`src/rtl/alu_pkg.sv`:
```
// Shared ALU type definitions.
// alu_op_t is the operation selector of the combinational alu and of its requesters.
package alu_pkg;

    typedef enum logic [3:0] {
        AluAdd,
        AluSub,
        AluSll,
        AluSlt,
        AluSltu,
        AluXor,
        AluSrl,
        AluSra,
        AluOr,
        AluAnd
    } alu_op_t;

endpackage

```
`src/rtl/alu_arbiter.sv`:
```
// Round-robin arbiter sharing one combinational alu between NUM_REQ requesters.
// The granted request drives the alu. The alu result is captured into a one-entry response
// buffer and returned to the requester that issued it.
//
// Ports:
//   clk, rst             clock, synchronous active-high reset
//   req_valid/req_ready  per-requester request handshake (req_ready is one-hot or zero)
//   req_a/req_b/req_op   per-requester operands and operation
//   alu_a/alu_b/alu_op   drive to the shared alu
//   alu_res              combinational alu result
//   rsp_valid/rsp_ready  per-requester response handshake (rsp_valid is one-hot or zero)
//   rsp_res/rsp_id       buffered result and the index of the requester that owns it
module alu_arbiter #(
    parameter int unsigned NUM_REQ = 2,
    parameter int unsigned ID_W    = $clog2(NUM_REQ)
) (
    input  logic                                clk,
    input  logic                                rst,
    input  logic            [NUM_REQ-1:0]       req_valid,
    output logic            [NUM_REQ-1:0]       req_ready,
    input  logic            [NUM_REQ-1:0][31:0] req_a,
    input  logic            [NUM_REQ-1:0][31:0] req_b,
    input  alu_pkg::alu_op_t [NUM_REQ-1:0]      req_op,
    output logic            [31:0]              alu_a,
    output logic            [31:0]              alu_b,
    output alu_pkg::alu_op_t                    alu_op,
    input  logic            [31:0]              alu_res,
    output logic            [NUM_REQ-1:0]       rsp_valid,
    input  logic            [NUM_REQ-1:0]       rsp_ready,
    output logic            [31:0]              rsp_res,
    output logic            [ID_W-1:0]          rsp_id
);

    logic            full_q;
    logic [31:0]     res_q;
    logic [ID_W-1:0] id_q;
    logic [ID_W-1:0] prio_q;

    logic            gnt_any;
    logic [ID_W-1:0] gnt_idx;
    logic [ID_W-1:0] scan;
    logic            drain;
    logic            can_acc;
    logic            accept;

    // Search starting at prio_q and wrapping modulo NUM_REQ; the first valid requester wins.
    always_comb begin
        gnt_any = 1'b0;
        gnt_idx = '0;
        scan    = '0;
        for (int unsigned k = 0; k < NUM_REQ; k++) begin
            scan = ID_W'((32'(prio_q) + k) % NUM_REQ);
            if (!gnt_any && req_valid[scan]) begin
                gnt_any = 1'b1;
                gnt_idx = scan;
            end
        end
    end

    assign drain   = full_q && rsp_ready[id_q];
    // A draining buffer can take a new result in the same cycle.
    assign can_acc = !full_q || drain;
    assign accept  = gnt_any && can_acc && !rst;

    always_comb begin
        req_ready = '0;
        if (accept) begin
            req_ready[gnt_idx] = 1'b1;
        end
    end

    // Alu is driven by the grant even when stalled, so alu_res is ready the moment it is taken.
    always_comb begin
        alu_a  = 32'd0;
        alu_b  = 32'd0;
        alu_op = alu_pkg::AluAdd;
        if (gnt_any) begin
            alu_a  = req_a[gnt_idx];
            alu_b  = req_b[gnt_idx];
            alu_op = req_op[gnt_idx];
        end
    end

    always_comb begin
        rsp_valid = '0;
        if (full_q) begin
            rsp_valid[id_q] = 1'b1;
        end
    end

    assign rsp_res = res_q;
    assign rsp_id  = id_q;

    always_ff @(posedge clk) begin
        if (rst) begin
            full_q <= 1'b0;
            res_q  <= 32'd0;
            id_q   <= '0;
            prio_q <= '0;
        end else if (accept) begin
            full_q <= 1'b1;
            res_q  <= alu_res;
            id_q   <= gnt_idx;
            prio_q <= (gnt_idx == ID_W'(NUM_REQ - 1)) ? '0 : gnt_idx + ID_W'(1);
        end else if (drain) begin
            full_q <= 1'b0;
        end
    end

endmodule

```
`config.mk`:
```
export PLATFORM = sky130hd
export DESIGN_NAME = alu_arbiter
export DESIGN_NICKNAME = d
export VERILOG_FILES = /design/src/rtl/alu_pkg.sv /design/src/rtl/alu_arbiter.sv
export SDC_FILE = /design/constraint.sdc
export NUM_CORES = 1
export LEC_CHECK = 0
export ABC_AREA = 1
export BUFFER_PORTS_ARGS = -buffer_cell sky130_fd_sc_hd__buf_2
export CORE_AREA = 2 2 109 111
export CTS_CLUSTER_SIZE = 40
export DETAILED_ROUTE_END_ITERATION = 12
export DIE_AREA = 0 0 111 113
export PLACE_DENSITY = 0.66
export SYNTH_ARGS = -nofsm -noshare
export SYNTH_HDL_FRONTEND = slang
export SYNTH_SLANG_ARGS = --single-unit
```
`constraint.sdc`:
```
create_clock -name clk -period 1.5 [get_ports clk]
set_clock_uncertainty 0.1 [all_clocks]
set_input_delay 0.15 -clock clk [delete_from_list [all_inputs] [get_ports clk]]
set_output_delay 0.15 -clock clk [all_outputs]
set_load 0.05 [all_outputs]
```
==> reports/metrics.yaml, run 1 <==
initialDrtViolationCount: 205
synth.mux.area_fraction: 0
cp_common_cell: "sky130_fd_sc_hd__buf_6"
critical_path_arrival_ps: 1460
global_route.usage.met2: 0.3174
worst_pin_slew_ps: 367.2
vias: 3761
grt_start_max_net_pins: 54
worstSetupStartpointType: "flop"
finalSetupViolCount: 70
clock_tree_from_tritoncts: "built"
compound_gate_portion_of_the_synthesized_area: 0.03552
synth_top_family_by_area: "simple AND/OR/NAND/NOR gates"
standard_cell_area_after_detailed_placement_um2: 3958
max_cap_viol_count: 0
status: "finished, violations left"
gr-usage-met3: 0.04981
layout_cell_share_with_drive_strength_beyond_1: 0.4488
synth_common_cells: "sky130_fd_sc_hd__nand2_1 (180), sky130_fd_sc_hd__nand3_1 (86), sky130_fd_sc_hd__nor2_1 (43)"
netlist_top_cells_area: "sky130_fd_sc_hd__dfxtp_1 (30%), sky130_fd_sc_hd__nand2_1 (29%), sky130_fd_sc_hd__nand3_1 (18%)"
clkTransAtPathRegs_ps: 60
ctsRootBufferMaster: "sky130_fd_sc_hd__clkbuf_16"
initial_cell_density_of_the_core: 0.2093
synthDominantCellAreaShare: 0.2969
worstSetupEndpointType: "output pin"
preCtsSetupSlack_ps: -41.29
mappedNetlistNets: 607
io_buffers: 278
antenna_left: 0
post-route-min-period_ps: 1714
floorplan.core_area_um2: 11270
yosysMostFrequentCell: "sky130_fd_sc_hd__nand2_1"
ys.flop_type: "sky130_fd_sc_hd__dfxtp_1"
global_route_usage_over_all_layers: 0.1715
worst_skew_pair_latency_ps: 270
crit_chain: "o21ai_4 -> buf_6 -> clkbuf_16 -> nand3_1 -> nand2_1 -> buf_6"
clockBufferDepth: 2
critical_path_class: "reg -> out"
residual_drc_count: 0
fmax_ghz: 0.5834
finalNetCount: 886
netlist_instances: 433
grt_setup_unrepaired: "true"
synth-xor-area-share: 0
setup_ws_ps: -214.2
multiInputGateArea_um2: 1409
grt_first_pass_wirelength_um: 17660
netlist_area_before_placement_um2: 2360
required_ps: 1250
floorplan.io_pins: 279
routed_wire_length_um: 11730
postSynthRegisterBits: 35
met1_grt_util: 0.1854
synthDistinctLibCells: 15
tritoncts.num_buffers: 5
firstDrtPassIters: 6
stdcell_area_um2: 4801
per_instance_average_area_after_synthesis_um2: 5.450
worst_slew_margin_rel: 0.7552
row_count: 39
fillcell_total: 1172
synth_area_in_adders: 0
gp_congestion: 0.8055
hold_violations: 0
ys_seq_area_frac: 0.2969
netlist.top_cell.by_area: "sky130_fd_sc_hd__dfxtp_1"
avgRoutedWirePerCell_um: 13.64
critPathSlowestCell: "sky130_fd_sc_hd__dfxtp_2"
layout-area-overhead-vs-synth_pct: 103.4
synthSimpleGateAreaFrac: 0.5414
clkSinkCount: 35
grt-ovfl-total: 0
finalMaxSlewViolations: 0
ys.warnings.count: 0
sequential_cell_area_um2: 705.7
pwr_density_cell_nw_per_um2: 937.7
vias_per_cell: 4.373
ctsHtreeMaxLevel: 2
fp.dieArea_um2: 12540
hold_class: "in -> reg"
async_reset_ff_frac: 0
cp_max_fo: 14
critPathMaxStageDelay_ps: 330
period_share: 1.143
chipWidth_um: 111
first_global_vias: 3678
vdd.ir_drop.worst_v: 0.0005319
die_height_um: 113
static_leakage_power_nw: 2.813
grt-busiest-layer: "met2"
number_of_synthesized_flops_with_an_enable_pin: 0
violations: "setup timing"
hpwlAfterDp_um: 8483
initial_antenna_violation_count: 4
worst paths after layout:
check,endpoint,startpoint,depth (start not counted),slack [ps]
setup reg to reg,rsp_res[19],rsp_id,6,190
hold / removal,rsp_res[27],alu_res[27],3,5
hold reg to reg,rsp_res[16],rsp_res[16],2,380
setup / recovery,alu_b[3],prio_q,6,-210
what timing repair did:
item	CTS	global route
endpoints found under the hold margin	7	0
cloned	1	3
buffers inserted	3	1
endpoints found under the setup margin	70	70
hold buffers	7	0
pin swaps	1	8
resized for setup	148	10
registers in the layout, indices dropped and copies added (netlist names):
register	cells
full_q	1
prio_q	1
rsp_id	1
rsp_res	32
layout by cell type (no fill, tap or decap), types with 2 or more instances in the layout:
cell and n:
sky130_fd_sc_hd__clkbuf_16 9, sky130_fd_sc_hd__nand3_2 3, sky130_fd_sc_hd__nor2_1 41, sky130_fd_sc_hd__buf_12 5
sky130_fd_sc_hd__nor2_4 2, sky130_fd_sc_hd__buf_4 6, sky130_fd_sc_hd__dlygate4sd3_1 7, sky130_fd_sc_hd__nand2_2 6
sky130_fd_sc_hd__inv_2 2, sky130_fd_sc_hd__nand2_1 174, sky130_fd_sc_hd__diode_2 4, sky130_fd_sc_hd__o21ai_0 13
sky130_fd_sc_hd__inv_1 38, sky130_fd_sc_hd__dfxtp_1 33, sky130_fd_sc_hd__nand3_1 84, sky130_fd_sc_hd__buf_2 208
sky130_fd_sc_hd__buf_6 70, sky130_fd_sc_hd__buf_8 4
report_power, final:
| group | total (W) | internal [W] | switching [W] |
|---|---|---|---|
| Sequential | 0.00106 | 0.00102 | 0.0000451 |
| Clock | 0.00109 | 0.000715 | 0.000376 |
| Combinational | 0.00235 | 0.000810 | 0.00154 |
| Total | 0.00450 | 0.00254 | 0.00196 |
through the flow:
step | utilization | hold WS, ps | cells | total power [W] | setup TNS [ps]
global placement | 0.3511 | 231.9 | 834 | 0.003077 | -249.5
CTS | 0.4171 | 1.157 | 853 | 0.004501 | -11820
floorplan | - | 119.1 | 433 | 0.002465 | 0
detailed placement | 0.3511 | 231.3 | 834 | 0.003079 | -150.7
global route | 0.4257 | 8.811 | 859 | 0.004747 | -19320
finish | 0.4259 | 4.847 | 860 | 0.004502 | -12960
worst max-delay path, delay by kind of cell, from the launching register on:
kind	cells	cell delay [ps]
buffers and inverters	3	470
flip-flops	1	330
AND/OR/NAND/NOR	2	170
AO/OA/AOI/OAI	1	220
metal layers:
metal	wire, µm	vias to the layer above
met5	13	-
met4	289	2
met3	1005	26
met2	5968	193
met1	4456	1642
li1	-	1898
logic make-up after synthesis:
group | count (synthesis)
AOI/OAI and AO/OA | 16
buffers and inverters | 72
DFF | 35
and+or+nand+nor | 310
final cells by class:
type                    count  area share
repair buffers            303      0.4540
multi-input cells         326      0.2935
flip-flops and latches     35      0.1470
well taps                 143     0.03727
inverters                  41     0.03206
clock buffers               6     0.03127
clock inverters             2    0.002867
diodes                      4    0.002085
No activity file was read; power rests on OpenSTA's default activity.
==> inputs of run 2 (changes only) <==
--- a/config.mk
+++ b/config.mk
@@ -11,6 +11,7 @@
 export CTS_CLUSTER_SIZE = 40
 export DETAILED_ROUTE_END_ITERATION = 12
 export DIE_AREA = 0 0 111 113
+export MAX_ROUTING_LAYER = met4
 export PLACE_DENSITY = 0.66
 export SYNTH_ARGS = -nofsm -noshare
 export SYNTH_HDL_FRONTEND = slang
==> run 2 against run 1 <==
Effect of this change:
- the run still ends with setup timing left
- power grew 0.11%
- worst hold slack hardly changed
- utilization increased by 0.13 points
- maximum frequency fell by 0.24%
- sequential share of layout area about the same
- highest routed layer is now met4
==> reports/metrics.yaml, run 2 (synthesis results as in run 1) <==
critical_path_arrival_ps: 1470  # about the same
critPathSlowestCell: "sky130_fd_sc_hd__dfxtp_2"
vias: 3762  # +0.027%
total_power_w: 0.004507  # +0.11%
residual_drc_count: 0  # unchanged
clockPowerShare: 0.242  # about the same
max_cap_viol_count: 0  # unchanged
critical_path_buf_inv_count: 3  # unchanged
global_route_usage_over_all_layers: 0.1768  # +0.005224
antenna_left: 0  # unchanged
status: "finished, violations left"
grt_setup_unrepaired: "true"
finalMaxSlewViolations: 0  # unchanged
hpwlAfterDp_um: 8483  # unchanged
firstDrtPassIters: 4  # -2
ctsRootBufferMaster: "sky130_fd_sc_hd__clkbuf_16"
fmax_ghz: 0.5819  # -0.24%
min_from: "alu_res[27]"
routed_wire_length_um: 11730  # about the same
avgRoutedWirePerCell_um: 13.62  # -0.18%
final_cell_mix: "sky130_fd_sc_hd__buf_2 (208), sky130_fd_sc_hd__nand2_1 (173), sky130_fd_sc_hd__nand3_1 (82), sky130_fd_sc_hd__buf_6 (70), sky130_fd_sc_hd__nor2_1 (41)"
fillcell_total: 1170  # -0.17%
worstSetupEndpointType: "output pin"
post-route-min-period_ps: 1718  # +4.210 ps
vdd.ir_drop.worst_v: 0.0005316  # about the same
most_frequent_standard_cell_in_the_layout_excluding_fill_and_tap_cells: "sky130_fd_sc_hd__buf_2"
worstSetupStartpointType: "flop"
critPathMaxStageDelay_ps: 330  # about the same
initial_antenna_violation_count: 4  # unchanged
initialDrtViolationCount: 204  # -0.49%
row_count: 39  # unchanged
sequentialPowerShare: 0.236  # about the same
finalSetupViolCount: 70  # unchanged
clkSinkCount: 35  # unchanged
floorplan.io_pins: 279  # unchanged
period_share: 1.146  # +0.002807
cp_max_fo: 15  # +1
clock_tree_from_tritoncts: "built"
crit_chain: "o21ai_4 -> buf_6 -> buf_12 -> nand3_1 -> nand2_2 -> buf_8"
reg2reg_from: "rsp_id"
gp_congestion: 0.8173  # +1.5%
p_sw_w: 0.001962  # +0.18%
worst-r2r-setup-slack_ps: 180  # about the same
setup_ws_ps: -218.4  # -4.210 ps
worst_pin_slew_ps: 363.8  # -3.461 ps
timing.setup.tns_ps: -12950  # +12.20 ps
violations: "setup timing"
floorplan.core_area_um2: 11270  # unchanged
static_leakage_power_nw: 2.816  # about the same
pwr_density_cell_nw_per_um2: 935.8  # -0.21%
die_height_um: 113  # unchanged
clockBufferDepth: 2  # unchanged
chipWidth_um: 111  # unchanged
swShare: 0.4352  # about the same
io_buffers: 278  # unchanged
worst_slew_margin_rel: 0.7575  # +0.002307
worst_skew_pair_latency_ps: 270  # about the same
hold_slack_ps: 5.110  # +0.2632 ps
ctsHtreeMaxLevel: 2  # unchanged
grt-ovfl-total: 0  # unchanged
power.combinational.fraction: 0.522  # about the same
hold_violations: 0  # unchanged
clkTransAtPathRegs_ps: 60  # about the same
fp.dieArea_um2: 12540  # unchanged
initial_cell_density_of_the_core: 0.2093  # unchanged
vias_per_cell: 4.369  # about the same
layout_cell_share_with_drive_strength_beyond_1: 0.4530  # +0.004208
finalNetCount: 886  # unchanged
tritoncts.num_buffers: 5  # unchanged
grt_first_pass_wirelength_um: 17640  # -0.12%
grt_start_max_net_pins: 54  # unchanged
critical_path.top_delay_family: "buffers and inverters"
cp-startpoint: "prio_q"
required_ps: 1250  # about the same
final_core_utilization: 0.4272  # +0.001332
largest_register_ffs: 32  # unchanged
first_global_vias: 3684  # +0.16%
cellInternalPower_w: 0.002545  # about the same
hold_class: "in -> reg"
critical_path_class: "reg -> out"
layout-area-overhead-vs-synth_pct: 104.1
[run 2: cell type report]
cell class	count	area [µm²]	share of cell area
multi-input cells	326	1421	0.2951
inverters	41	153.9	0.03196
clock buffers	6	150.1	0.03118
diodes	5	12.51	0.002598
clock inverters	2	13.76	0.002858
repair buffers	303	2180	0.4526
flip-flops and latches	35	705.7	0.1465
well taps	143	178.9	0.03715
[run 2: final timing paths]
path / end / cells past startpoint
worst max-delay path: alu_b[5] / 6
worst min-delay path: rsp_res[27] / 3
worst max register to register: rsp_res[19] / 6
worst min register to register: rsp_res[16] / 2
[run 2: per-layer routing]
layer	vias up	wire, µm	global-route usage	share of wire
li1	1900	-	-	-
met1	1656	4515	0.1877	0.39
met2	188	6055	0.3178	0.52
met3	18	934	0.04606	0.080
met4	0	219	0.06500	0.019
met5	-	0	-	0
[run 2: timing repair]
item                                    CTS  global route
setup buffers                             3             1
gates cloned                              1             3
endpoints found under the setup margin   70            70
pin swaps                                 1             9
resized for setup                       148            13
endpoints found under the hold margin     7             0
hold buffers                              7             0
[run 2: per-stage QoR]
| step | setup slack, ps | cell area (µm²) | instances |
|---|---|---|---|
| floorplan | 13.29 | 2379 | 433 |
| global placement | -73.80 | 3958 | 834 |
| detailed placement | -41.29 | 3958 | 834 |
| CTS | -214.1 | 4702 | 853 |
| global route | -305.2 | 4813 | 860 |
| finish | -218.4 | 4816 | 861 |
[run 2: tightest hold or removal path, stage by stage]
cell	delay [ps]
sky130_fd_sc_hd__buf_2	70
sky130_fd_sc_hd__nor2_1	30
sky130_fd_sc_hd__nor2_1	80
[run 2: power groups by stage]
stage,registers [W],logic (W),clock network [W]
global placement,0.00108,0.00200,0
floorplan,0.00137,0.00110,0
detailed placement,0.00108,0.00200,0
CTS,0.00106,0.00231,0.00113
finish,0.00106,0.00235,0.00109
global route,0.00108,0.00250,0.00117
==> inputs of run 3 (changes only) <==
--- a/config.mk
+++ b/config.mk
@@ -12,7 +12,7 @@
 export DETAILED_ROUTE_END_ITERATION = 12
 export DIE_AREA = 0 0 111 113
 export MAX_ROUTING_LAYER = met4
-export PLACE_DENSITY = 0.66
+export PLACE_DENSITY = 0.65
 export SYNTH_ARGS = -nofsm -noshare
 export SYNTH_HDL_FRONTEND = slang
 export SYNTH_SLANG_ARGS = --single-unit
==> constraint.sdc (replaced) <==
create_clock -name clk -period 1.5 [get_ports clk]
set_clock_uncertainty 0.1 [all_clocks]
set_input_delay 0 -clock clk [delete_from_list [all_inputs] [get_ports clk]]
set_output_delay 0 -clock clk [all_outputs]
set_load 0.05 [all_outputs]
==> run 3 against run 2 <==
Effect of this change:
- final cell count grew 3.9%
- non-clock buffer count grew 40
- maximum frequency grew 6.8%
- via count grew 4.1%
- clock power shrank 7%
- global-route usage grew 0.39 points
- critical path depth grew 1
- the run still ends with setup timing left
- utilization grew 5.3 points
==> reports/metrics.yaml, run 3 (synthesis results as in run 1) <==
floorplan.core_area_um2: 11270  # unchanged
layout_cell_share_with_drive_strength_beyond_1: 0.4880  # +0.03502
pwr_density_cell_nw_per_um2: 858.4  # -8.3%
grt_start_max_net_pins: 69  # +28%
cellInternalPower_w: 0.002633  # +3.4%
hpwlAfterDp_um: 8480  # about the same
clkTransAtPathRegs_ps: 50  # about the same
p_sw_w: 0.002015  # +2.7%
ctsHtreeMaxLevel: 2  # unchanged
clockPowerShare: 0.217  # -0.025
initialDrtViolationCount: 257  # +26%
multiInputGateArea_um2: 1534  # +7.9%
status: "finished, violations left"
first_global_vias: 3643  # -1.1%
post-place-cells: 837  # +0.36%
largest_register_ffs: 32  # unchanged
critical_path_arrival_ps: 1510  # +40 ps
finalNetCount: 926  # +4.5%
cp-startpoint: "prio_q"
finalSetupViolCount: 69  # -1.4%
die_height_um: 113  # unchanged
grt-ovfl-total: 0  # unchanged
vdd.ir_drop.worst_v: 0.0006923  # +30%
most_frequent_standard_cell_in_the_layout_excluding_fill_and_tap_cells: "sky130_fd_sc_hd__buf_2"
chipWidth_um: 111  # unchanged
worst_slew_margin_rel: 0.7807  # +0.02327
global_route_usage_over_all_layers: 0.1806  # +0.003864
avgRoutedWirePerCell_um: 14.07  # +3.3%
period_share: 1.073  # -0.07278
initial_antenna_violation_count: 0  # -4
worst_skew_pair_latency_ps: 270  # about the same
max_cap_viol_count: 0  # unchanged
gp_congestion: 0.8237  # +0.78%
violations: "setup timing"
floorplan.io_pins: 279  # unchanged
reg2reg_from: "rsp_id"
static_leakage_power_nw: 3.057  # +8.6%
finalMaxSlewViolations: 0  # unchanged
reg2regPathDepth: 5  # -1
io_buffers: 278  # unchanged
vias_per_cell: 4.375  # +0.14%
grt_first_pass_wirelength_um: 17970  # +1.9%
sequential_cell_area_um2: 703.2  # -0.35%
firstDrtPassIters: 5  # +1
antenna_left: 0  # unchanged
antenna-diode-count: 0  # -5
grt_setup_unrepaired: "true"
clkSinkCount: 35  # unchanged
setup_ws_ps: -109.3  # +109.2 ps
final_cell_mix: "sky130_fd_sc_hd__buf_2 (208), sky130_fd_sc_hd__nand2_1 (147), sky130_fd_sc_hd__nand3_1 (75), sky130_fd_sc_hd__buf_6 (66), sky130_fd_sc_hd__nor2_1 (41)"
reg2reg_to: "full_q"
final_core_utilization: 0.4803  # +0.05306
fillcell_total: 1091  # -6.8%
layout-area-overhead-vs-synth_pct: 129.4
required_ps: 1400  # +150 ps
sequentialPowerShare: 0.229  # -0.007
row_count: 39  # unchanged
power.combinational.fraction: 0.554  # +0.032
worstSetupEndpointType: "output pin"
initial_cell_density_of_the_core: 0.2093  # unchanged
fp.dieArea_um2: 12540  # unchanged
clock_tree_from_tritoncts: "built"
cp_max_fo: 14  # -1
residual_drc_count: 0  # unchanged
tritoncts.num_buffers: 5  # unchanged
worstSetupStartpointType: "flop"
post-route-min-period_ps: 1609  # -109.2 ps
fmax_ghz: 0.6214  # +6.8%
ctsRootBufferMaster: "sky130_fd_sc_hd__clkbuf_16"
hold_violations: 0  # unchanged
clockBufferDepth: 2  # unchanged
routed_wire_length_um: 12590  # +7.4%
vias: 3916  # +4.1%
critical_path_class: "reg -> out"
hold_class: "in -> reg"
swShare: 0.4335  # -0.001696
hold_slack_ps: 99.69  # +94.58 ps
worst_pin_slew_ps: 328.9  # -34.90 ps
critical_path.endpoint: "alu_b[28]"
worst-r2r-setup-slack_ps: 110  # -70 ps
non_filler_instance_count_after_layout: 895  # +3.9%
## run 3: timing repair
action                                 CTS  global route
endpoints found under the hold margin   33             0
cloned                                   2             8
resized for setup                      119            91
buffers inserted                         3             3
setup endpoints to repair               70            70
hold buffers                            35             0
pin swaps                                3            18
## run 3: metrics by stage
| stage | cell area, µm² | setup WS (ps) | TNS (ps) | power, W |
|---|---|---|---|---|
| after global placement | 3980 | 96.83 | 0 | 0.003093 |
| after floorplan | 2366 | -40.90 | -81.80 | 0.002461 |
| after CTS | 4895 | -99.43 | -3883 | 0.004448 |
| after detailed placement | 3980 | 93.38 | 0 | 0.003096 |
| after global routing | 5414 | -203.8 | -11780 | 0.004890 |
| final | 5414 | -109.3 | -5191 | 0.004647 |
## run 3: area by class of cell
class,count,area share
clock buffers,6,0.02565
flip-flops and latches,35,0.1299
clock inverters,1,0.0009244
repair buffers,343,0.4973
multi-input cells,326,0.2833
inverters,41,0.02981
well taps,143,0.03305
## run 3: critical path, stage by stage, from the launching register on
cell and delay, ps:
sky130_fd_sc_hd__dfxtp_2 330, sky130_fd_sc_hd__o21ai_4 230, sky130_fd_sc_hd__buf_6 150, sky130_fd_sc_hd__inv_8 60
sky130_fd_sc_hd__buf_12 150, sky130_fd_sc_hd__nand2_1 90, sky130_fd_sc_hd__nand2_2 60, sky130_fd_sc_hd__buf_6 150
## run 3: worst min-delay path by stage
| stage | startpoint | to | slack [ps] | cells after the start |
|---|---|---|---|---|
| finish | rst | rsp_res[31] | 100 | 4 |
| global placement | rst | full_q | 80 | 2 |
| CTS | rst | rsp_res[31] | 110 | 4 |
| detailed placement | rst | full_q | 80 | 2 |
| floorplan | rst | full_q | -30 | 1 |
| global route | rst | rsp_res[31] | 140 | 4 |
## run 3: routing by layer
metal  vias up  GRT usage  part of all wire
met5         -          -                 0
met4         0    0.03750             0.019
met3        20    0.03589             0.069
met2       207     0.3305              0.52
met1      1714     0.2054              0.39
li1       1975          -                 -
## run 3: power groups by stage
| stage | logic, W | clock network [W] | registers (W) |
|---|---|---|---|
| 2_1_floorplan | 0.00109 | 0 | 0.00137 |
| 3_3_place_gp | 0.00201 | 0 | 0.00108 |
| 3_5_place_dp | 0.00201 | 0 | 0.00108 |
| 4_1_cts | 0.00233 | 0.00105 | 0.00106 |
| 5_1_grt | 0.00273 | 0.00109 | 0.00107 |
| 6_report | 0.00257 | 0.00101 | 0.00106 |
